File: config.mk
export PLATFORM = sky130hd
export DESIGN_NAME = regfile_write_arbiter
export DESIGN_NICKNAME = d
export VERILOG_FILES = /design/src/rtl/regfile_pkg.sv /design/src/rtl/regfile_write_arbiter_rr_arbiter.sv /design/src/rtl/regfile_write_arbiter.sv
export SDC_FILE = /design/constraint.sdc
export NUM_CORES = 1
export LEC_CHECK = 0
export CORE_AREA = 2 2 125 127
export DETAILED_ROUTE_END_ITERATION = 12
export DIE_AREA = 0 0 127 129
export PLACE_DENSITY = 0.71
export SETUP_SLACK_MARGIN = 0.02
export SLEW_MARGIN = 20
export SYNTH_ARGS = -nofsm -noshare
export SYNTH_HDL_FRONTEND = slang
export SYNTH_SLANG_ARGS = --single-unit
File: constraint.sdc
create_clock -name clk -period 7.55 [get_ports clk]
set_input_delay 1.51 -clock clk [delete_from_list [all_inputs] [get_ports clk]]
set_output_delay 1.51 -clock clk [all_outputs]
set_load 0.02 [all_outputs]
File: src/rtl/regfile_pkg.sv
// Shared definitions for the register-file write path: widths, arbiter
// FSM states and writeback source identifiers.
package regfile_pkg;

    localparam int REG_ADDR_W = 6;
    localparam int REG_DATA_W = 72;

    typedef enum logic [1:0] {
        IDLE  = 2'd0,
        WRITE = 2'd1,
        HOLD  = 2'd2
    } arb_state_t;

    localparam int SRC_ALU  = 0;
    localparam int SRC_LOAD = 1;
    localparam int SRC_MUL  = 2;

endpackage

File: src/rtl/regfile_write_arbiter_rr_arbiter.sv
// Combinational round-robin picker: returns the first set request bit found
// scanning upward from ptr, wrapping at NUM_REQ. The grant is one-hot or zero.
module rr_arbiter #(
    parameter int NUM_REQ = 3
) (
    input  logic [NUM_REQ-1:0]         req,
    input  logic [$clog2(NUM_REQ)-1:0] ptr,
    output logic [NUM_REQ-1:0]         grant,
    output logic [$clog2(NUM_REQ)-1:0] grant_idx
);

    localparam int PTR_W = $clog2(NUM_REQ);

    int               cand_s;
    logic [PTR_W-1:0] cand_idx_s;
    logic             found_s;

    // Rotating priority scan; the first hit from ptr wins, later hits are ignored.
    always_comb begin
        grant      = '0;
        grant_idx  = '0;
        found_s    = 1'b0;
        cand_s     = 0;
        cand_idx_s = '0;
        for (int off = 0; off < NUM_REQ; off++) begin
            cand_s     = (int'(ptr) + off) % NUM_REQ;
            cand_idx_s = cand_s[PTR_W-1:0];
            if (!found_s && req[cand_idx_s]) begin
                grant[cand_idx_s] = 1'b1;
                grant_idx         = cand_idx_s;
                found_s           = 1'b1;
            end else begin
                found_s = found_s;
            end
        end
    end

endmodule

File: src/rtl/regfile_write_arbiter.sv
// Shares the single register-file write port among NUM_REQ writeback sources.
// Round-robin grant, one accepted write per cycle, registered write-port
// outputs that stay frozen while the register file stalls.
module regfile_write_arbiter
    import regfile_pkg::*;
#(
    parameter int NUM_REQ = 3,
    parameter int ADDR_W  = REG_ADDR_W,
    parameter int DATA_W  = REG_DATA_W
) (
    input  logic                        clk,
    input  logic                        reset,
    input  logic [NUM_REQ-1:0]          req_valid,
    input  logic [NUM_REQ*ADDR_W-1:0]   req_addr,
    input  logic [NUM_REQ*DATA_W-1:0]   req_data,
    output logic [NUM_REQ-1:0]          req_ready,
    input  logic                        rf_stall,
    output logic                        wr_en,
    output logic [ADDR_W-1:0]           wr_addr,
    output logic [DATA_W-1:0]           wr_data,
    output logic [$clog2(NUM_REQ)-1:0]  wr_src
);

    localparam int SRC_W = $clog2(NUM_REQ);

    arb_state_t         state_r;
    arb_state_t         state_next_s;
    logic [SRC_W-1:0]   rr_ptr_r;
    logic [SRC_W-1:0]   rr_ptr_next_s;
    logic [NUM_REQ-1:0] grant_s;
    logic [SRC_W-1:0]   grant_idx_s;
    logic               grant_en_s;
    logic               accept_s;
    logic [ADDR_W-1:0]  sel_addr_s;
    logic [DATA_W-1:0]  sel_data_s;
    logic               wr_en_r;
    logic [ADDR_W-1:0]  wr_addr_r;
    logic [DATA_W-1:0]  wr_data_r;
    logic [SRC_W-1:0]   wr_src_r;

    rr_arbiter #(
        .NUM_REQ (NUM_REQ)
    ) u_rr_arbiter (
        .req       (req_valid),
        .ptr       (rr_ptr_r),
        .grant     (grant_s),
        .grant_idx (grant_idx_s)
    );

    // Grants open when idle, or when the current write completes this cycle.
    always_comb begin
        grant_en_s = 1'b0;
        if (!reset) begin
            grant_en_s = 1'b0;
        end else if (state_r == IDLE) begin
            grant_en_s = 1'b1;
        end else if (!rf_stall) begin
            grant_en_s = 1'b1;
        end else begin
            grant_en_s = 1'b0;
        end
    end

    assign req_ready = grant_en_s ? grant_s : '0;
    assign accept_s  = grant_en_s & (|grant_s);

    // One-hot AND-OR mux of the granted source's address and data.
    always_comb begin
        sel_addr_s = '0;
        sel_data_s = '0;
        for (int i = 0; i < NUM_REQ; i++) begin
            sel_addr_s = sel_addr_s | (req_addr[i*ADDR_W +: ADDR_W] & {ADDR_W{grant_s[i]}});
            sel_data_s = sel_data_s | (req_data[i*DATA_W +: DATA_W] & {DATA_W{grant_s[i]}});
        end
    end

    // Pointer moves just past the winner so it gets lowest priority next time.
    always_comb begin
        rr_ptr_next_s = '0;
        if (grant_idx_s == SRC_W'(NUM_REQ - 1)) begin
            rr_ptr_next_s = '0;
        end else begin
            rr_ptr_next_s = grant_idx_s + SRC_W'(1);
        end
    end

    // Next-state logic: a stall parks the pending write in HOLD, otherwise it
    // completes and a same-cycle accept chains straight into the next write.
    always_comb begin
        state_next_s = state_r;
        case (state_r)
            IDLE: begin
                if (accept_s) begin
                    state_next_s = WRITE;
                end else begin
                    state_next_s = IDLE;
                end
            end
            WRITE, HOLD: begin
                if (rf_stall) begin
                    state_next_s = HOLD;
                end else if (accept_s) begin
                    state_next_s = WRITE;
                end else begin
                    state_next_s = IDLE;
                end
            end
            default: begin
                state_next_s = IDLE;
            end
        endcase
    end

    // State, pointer and write-port registers; reset abandons any in-flight write.
    always_ff @(posedge clk) begin
        if (!reset) begin
            state_r   <= IDLE;
            rr_ptr_r  <= '0;
            wr_en_r   <= 1'b0;
            wr_addr_r <= '0;
            wr_data_r <= '0;
            wr_src_r  <= '0;
        end else begin
            state_r <= state_next_s;
            wr_en_r <= (state_next_s != IDLE);
            if (accept_s) begin
                rr_ptr_r  <= rr_ptr_next_s;
                wr_addr_r <= sel_addr_s;
                wr_data_r <= sel_data_s;
                wr_src_r  <= grant_idx_s;
            end
        end
    end

    assign wr_en   = wr_en_r;
    assign wr_addr = wr_addr_r;
    assign wr_data = wr_data_r;
    assign wr_src  = wr_src_r;

endmodule

==> out/metrics.csv, run 1 <==
stage,metric,value,unit
status,status,"complete, no violations",
cells_and_area,fill_cells,1334,
drt,via_per_inst,5.97,
worst_setup_path,cp-start-kind,input port,
sta,hold_viol_final,0,
drt,vias,5537,
worst_setup_path,end_kind,output pin,
worst_setup_path,crit_slowest_cell,clkdlybuf4s50_1,
cells_and_area,drive_gt1_share,5.41,%
clock_tree,cts-root-buf,clkbuf_16,
synth,syn_area,4440,um^2
worst_setup_path,crit_path_start,req_valid[2],
die,start_util,29.7,%
grt,grt_max_degree,82,
die,io_pins,324,
clock_tree,ctsResizeCount,0,
synth,synthArstFlopShare,0,%
flow_run,drv_cap,0,
worst_setup_path,crit_path_cell_trace,"clkdlybuf4s50_1, mux2i_1, o21ai_2, a311oi_2, or3_1, inv_8, clkdlybuf4s50_1",
placement,place_congestion,0.850,
synth,syn_area_per_cell,9.66,um^2
grt,grt_pass1_vias,5526,
power_and_ir_drop,power.switching,0.00151,W
grt,grt-ovfl-total,0,
sta,skew,0.00833,ns
worst_hold_path,min_path_type,reg -> reg,
clock_tree,post_cts.repair.setup_buffers,0,
power_and_ir_drop,switching_share,47.0,%
synth,ys.flop_type,dfxtp_1,
sta,setup_viol,0,
sta,rsz0062_at_grt,false,
synth,synth_cell_types,45,
worst_setup_path,arrival,4.34,ns
worst_setup_path,cp_common_cell,clkdlybuf4s50_1,
clock_tree,cts_made_buffers,9,
power_and_ir_drop,cellLeakagePower,2.80,nW
cells_and_area,final_cell_mix,"clkdlybuf4s50_1 (322), dfxtp_1 (85), a21oi_1 (82)",
synth,ys_ff_latch,85,
power_and_ir_drop,power.density,406,nW/um^2
worst_setup_path,crit_type,in -> out,
worst_hold_path,hold_start,wr_src[1],
sta,finalSetupTns,0,ns
clock_tree,cts_hold_buf,0,
cells_and_area,areaGrowthSynthToFinish,78.0,%
sta,clock.fmax,171,MHz
grt,grt_pass1_wl,27.9,mm
drt,ant_nets,0,
power_and_ir_drop,power.share.sequential,21.8,%
power_and_ir_drop,p_comb_share,65.3,%
clock_tree,clkLatencyLatePin,0.34,ns
power_and_ir_drop,vdd_drop_max,0.322,mV
synth,syn_inst,460,
worst_setup_path,cp_max_fo,81,
synth,yosysWarningCount,0,
clock_tree,numClockSinks,85,
sta,finalCriticalPeriod,5.85,ns
drt,drtIter0Drc,513,
drt,dr.pass1.iters,11,
placement,io_buffers,323,
worst_setup_path,worstPathRequired,6.04,ns
sta,slew_headroom,35.5,%
synth,seq_area_frac_synth,38.3,%
clock_tree,clkTransAtPathRegs,0.05,ns
die,dieArea,16400,um^2
placement,post-place-ws,1.72,ns
clock_tree,clockBufferDepth,2,
cells_and_area,fin_nets,981,
cells_and_area,final_common_cell,clkdlybuf4s50_1,
drt,finalWirelength,18.5,mm
die,row_count,45,
drt,routedWlPerCell,19.9,um
grt,antenna_found_initial,0,
grt,grt_usage,21.2,%
worst_setup_path,regToRegStartpoint,rr_ptr_r[0],
worst_setup_path,crit_family,buffers and inverters,
synth,synth-edff-count,0,
cells_and_area,insertedDiodeCount,0,
synth,synth_nets,706,
die,die_x,127,um
sta,fin_ws,1.70,ns
power_and_ir_drop,p_clk_share,12.9,%
sta,min_period_over_period,77.5,%
sta,drv_slew,0,
sta,tightest_slew,0.966,ns
clock_tree,cts_tree,yes,
placement,hpwl,13.1,mm
die,core-area,15000,um^2
worst_setup_path,max_stage_delay,0.70,ns
die,die_y,129,um
power_and_ir_drop,p_int,0.00170,W
drt,drc,0,
worst_setup_path,critPathBufInv,3,
clock_tree,cts_max_level,3,
## flip-flops by register name (all words and copies together), names as in the netlist
name and flops:
wr_addr 6, wr_en 1, rr_ptr_r 2, wr_src 2
wr_data 72, state_r 2
## metrics by stage
stage          hold slack (ns)  cell area [um^2]  util [%]  cells  total power [W]
6_report                 0.483              7910      52.8    928          0.00321
3_5_place_dp             0.480              7630      51.0    912          0.00280
2_1_floorplan            0.481              4440         -    460          0.00211
5_1_grt                  0.527              7910      52.8    928          0.00344
3_3_place_gp             0.477              7630      51.0    912          0.00273
4_1_cts                  0.488              7910      52.8    928          0.00323
## layer usage
layer	vias to the layer above	wire, um	part of all wire (%)	track usage (%)
met3	25	1720	9.3	6.20
met4	0	350	1.9	7.43
met5	-	0	0	0
li1	2561	-	-	-
met2	290	9470	51	39.3
met1	2661	6930	38	23.0
## final timing paths
check	end	slack (ns)	depth (start not counted)
max	req_ready[0]	1.70	7
min	wr_src[1]	0.48	2
max reg2reg	wr_data[57]	3.80	9
min reg2reg	wr_src[1]	0.48	2
## layout make-up
cell class / instances / area (um^2) / area share, %
repair buffers: 331 / 3290 / 41.6
multi-input cells: 297 / 2360 / 29.8
flip-flops and latches: 85 / 1700 / 21.5
clock buffers: 12 / 256 / 3.24
well taps: 188 / 235 / 2.97
inverters: 11 / 48.8 / 0.617
clock inverters: 4 / 22.5 / 0.285
## cells by family after synthesis
logic type	after synthesis	share of synthesized area, %
compound gates	260	46.3
flops	85	38.3
buf+inv	78	9.07
simple gates	27	3.66
fa+ha+maj	6	1.69
mux	4	1.01
## tightest hold or removal path, stage by stage, from the launching register on
cell,delay (ns)
dfxtp_1,0.31
nand4_1,0.07
a21oi_1,0.06
## cells in the mapped netlist, types with 2 or more instances
master	count	area (um^2)
nand2_1	3	11.3
buf_6	10	113
o21ai_0	3	15.0
a21o_1	3	22.5
a21oi_1	82	410
nor2_1	3	11.3
nor2b_1	2	12.5
clkbuf_1	39	146
mux2i_1	2	20.0
buf_2	16	80.1
and2_1	2	12.5
nand2b_1	2	12.5
nor4_1	2	12.5
o21ai_1	2	10.0
inv_1	8	30.0
dfxtp_1	85	1700
nand4_1	2	12.5
nand3b_1	3	22.5
buf_4	2	15.0
nor3_1	3	15.0
a222oi_1	78	781
ha_1	6	75.1
o41ai_1	78	683
o21a_1	2	15.0
inv_2	2	7.51
## power groups by stage
stage | combinational (W) | sequential (W) | clock [W]
floorplan | 0.00123 | 0.000879 | 0
global placement | 0.00203 | 0.000698 | 0
detailed placement | 0.00209 | 0.000709 | 0
CTS | 0.00210 | 0.000700 | 0.000427
global route | 0.00227 | 0.000718 | 0.000448
finish | 0.00210 | 0.000699 | 0.000416
(Power assumes the default switching activity.)
==> run 2, diff against run 1 <==
PLACE_DENSITY = 0.74   (was 0.71)
clock period = 4.81 ns   (was 7.55 ns; I/O delays follow)
==> run 2 against run 1 <==
Power rose by 58%. Critical path depth did not move. Clock skew hardly changed. Flip-flop and latch count stayed put. Utilization increased by 0.092 points. First-iteration DRC count grew 13%. Non-clock buffer count up 3. Largest power group unchanged. Wire length fell by 0.99%. Register-to-register slack got worse by 2.4 ns. Largest cell class unchanged. Worst setup slack got worse by 1.3 ns. Clock power rose by 53%. Global-route usage fell by 0.23 points.
==> out/metrics.csv, run 2 (same netlist as run 1, synthesis figures left out) <==
stage,metric,value,unit
grt,busiest_layer,met2,
cells_and_area,final_common_cell,clkdlybuf4s50_1,
worst_setup_path,crit_type,in -> out,
worst_setup_path,crit_path_cell_trace,"clkdlybuf4s50_1, mux2i_2, a2bb2oi_2, a311oi_2, or3_1, inv_8, clkdlybuf4s50_1",
grt,grt_usage,21.0,%
grt,grt_max_degree,81,
power_and_ir_drop,cellLeakagePower,2.81,nW
drt,finalWirelength,18.3,mm
drt,drtIter0Drc,578,
grt,antenna_found_initial,0,
cells_and_area,fill_cells,1340,
cells_and_area,areaGrowthSynthToFinish,78.3,%
worst_setup_path,cp_max_fo,5,
die,row_count,45,
worst_setup_path,arrival,3.41,ns
sta,setup_viol,0,
status,status,"complete, no violations",
cells_and_area,final_cell_mix,"clkdlybuf4s50_1 (322), dfxtp_1 (85), a21oi_1 (82)",
sta,finalSetupTns,0,ns
die,die_y,129,um
power_and_ir_drop,switching_share,46.8,%
sta,slew_headroom,40.8,%
clock_tree,clockBufferDepth,2,
grt,grt_pass1_vias,5381,
cells_and_area,fin_nets,984,
clock_tree,clkTransAtPathRegs,0.06,ns
sta,drv_slew,0,
sta,rsz0062_at_grt,false,
die,die_x,127,um
sta,clock.fmax,229,MHz
sta,tightest_slew,0.889,ns
clock_tree,cts_hold_buf,0,
placement,hpwl,13.2,mm
grt,grt_pass1_wl,27.6,mm
placement,io_buffers,323,
worst_setup_path,cp_common_cell,clkdlybuf4s50_1,
flow_run,drv_cap,0,
power_and_ir_drop,power.density,638,nW/um^2
die,io_pins,324,
cells_and_area,largest_register_ffs,72,
worst_hold_path,min_path_type,reg -> reg,
die,dieArea,16400,um^2
clock_tree,cts_tree,yes,
grt,grtUsageMet3,6.74,%
clock_tree,cts-root-buf,clkbuf_16,
power_and_ir_drop,power.switching,0.00237,W
worst_setup_path,r2r_slack,1.41,ns
power_and_ir_drop,p_clk_share,12.6,%
drt,vias,5591,
sta,finalCriticalPeriod,4.37,ns
worst_setup_path,end_kind,output pin,
worst_setup_path,max_stage_delay,0.60,ns
cells_and_area,drive_gt1_share,5.65,%
grt,grt-ovfl-total,0,
sta,hold_viol_final,0,
drt,via_per_inst,6.01,
clock_tree,numClockSinks,85,
clock_tree,ctsResizeCount,0,
clock_tree,cts_made_buffers,9,
cells_and_area,finish.utilization,52.9,%
clock_tree,cts_max_level,3,
sta,skew,0.00810,ns
die,start_util,29.7,%
power_and_ir_drop,vdd_drop_max,0.378,mV
placement,place_congestion,0.891,
power_and_ir_drop,p_int,0.00269,W
worst_setup_path,cp-start-kind,input port,
sta,min_period_over_period,90.8,%
sta,hold_ws,0.484,ns
cells_and_area,insertedDiodeCount,0,
power_and_ir_drop,power.share.sequential,21.7,%
drt,dr.pass1.iters,9,
clock_tree,post_cts.repair.setup_buffers,0,
drt,drc,0,
grt,grt_use_met2,37.2,%
drt,ant_nets,0,
die,core-area,15000,um^2
clock_tree,clkLatencyLatePin,0.34,ns
power_and_ir_drop,p_comb_share,65.7,%
worst_setup_path,worstPathRequired,3.85,ns
grt,grtUsageMet1,23.6,%
drt,routedWlPerCell,19.6,um
worst_setup_path,crit_slowest_cell,clkdlybuf4s50_1,
## run 2: cell count changes in the layout (fill, tap and decap cells not counted)
cell,delta
buf_4,+3
clkinvlp_4,-1
clkbuf_1,+1
clkbuf_8,-1
clkinv_4,+1
## run 2: final timing paths
kind                                endpoint  cells past startpoint    startpoint
worst max-delay path            req_ready[0]                      7  req_valid[1]
worst min-delay path               wr_src[1]                      2     wr_src[1]
worst max register to register   rr_ptr_r[1]                     10   rr_ptr_r[0]
worst min register to register     wr_src[1]                      2     wr_src[1]
## run 2: worst max-delay path, delay by kind of cell
kind                   cells  cell delay, ns
buffers and inverters      3            1.21
and+or+nand+nor            1            0.54
AOI/OAI and AO/OA          2            0.41
muxes                      1            0.29
## run 2: layer usage
| metal | vias up | share of wire [%] | routed length [um] |
|---|---|---|---|
| li1 | 2572 | - | - |
| met1 | 2661 | 38 | 6950 |
| met2 | 319 | 50 | 9190 |
| met3 | 39 | 9.3 | 1700 |
| met4 | 0 | 2.5 | 448 |
| met5 | - | 0 | 0 |
## run 2: power by group through the flow
stage                     combinational, W  sequential (W)  clock, W
after floorplan                    0.00194         0.00138         0
after global placement             0.00320         0.00110         0
after detailed placement           0.00331         0.00111         0
after CTS                          0.00332         0.00110  0.000656
after global routing               0.00359         0.00113  0.000693
final                              0.00332         0.00110  0.000638
## run 2: area by class of cell
cell class / count / area (um^2) / area share [%]
clock buffers: 12 / 246 / 3.11
clock inverters: 4 / 23.8 / 0.300
inverters: 11 / 48.8 / 0.616
multi-input cells: 297 / 2360 / 29.7
flip-flops and latches: 85 / 1700 / 21.5
well taps: 188 / 235 / 2.97
repair buffers: 334 / 3310 / 41.8
## run 2: metrics by stage
stage	setup WS (ns)	total power, W	instances	instance area [um^2]
2_1_floorplan	1.65	0.00332	460	4440
3_3_place_gp	0.594	0.00430	915	7650
3_5_place_dp	0.506	0.00442	915	7650
4_1_cts	0.502	0.00507	931	7920
5_1_grt	0.360	0.00542	931	7920
6_report	0.441	0.00506	931	7920
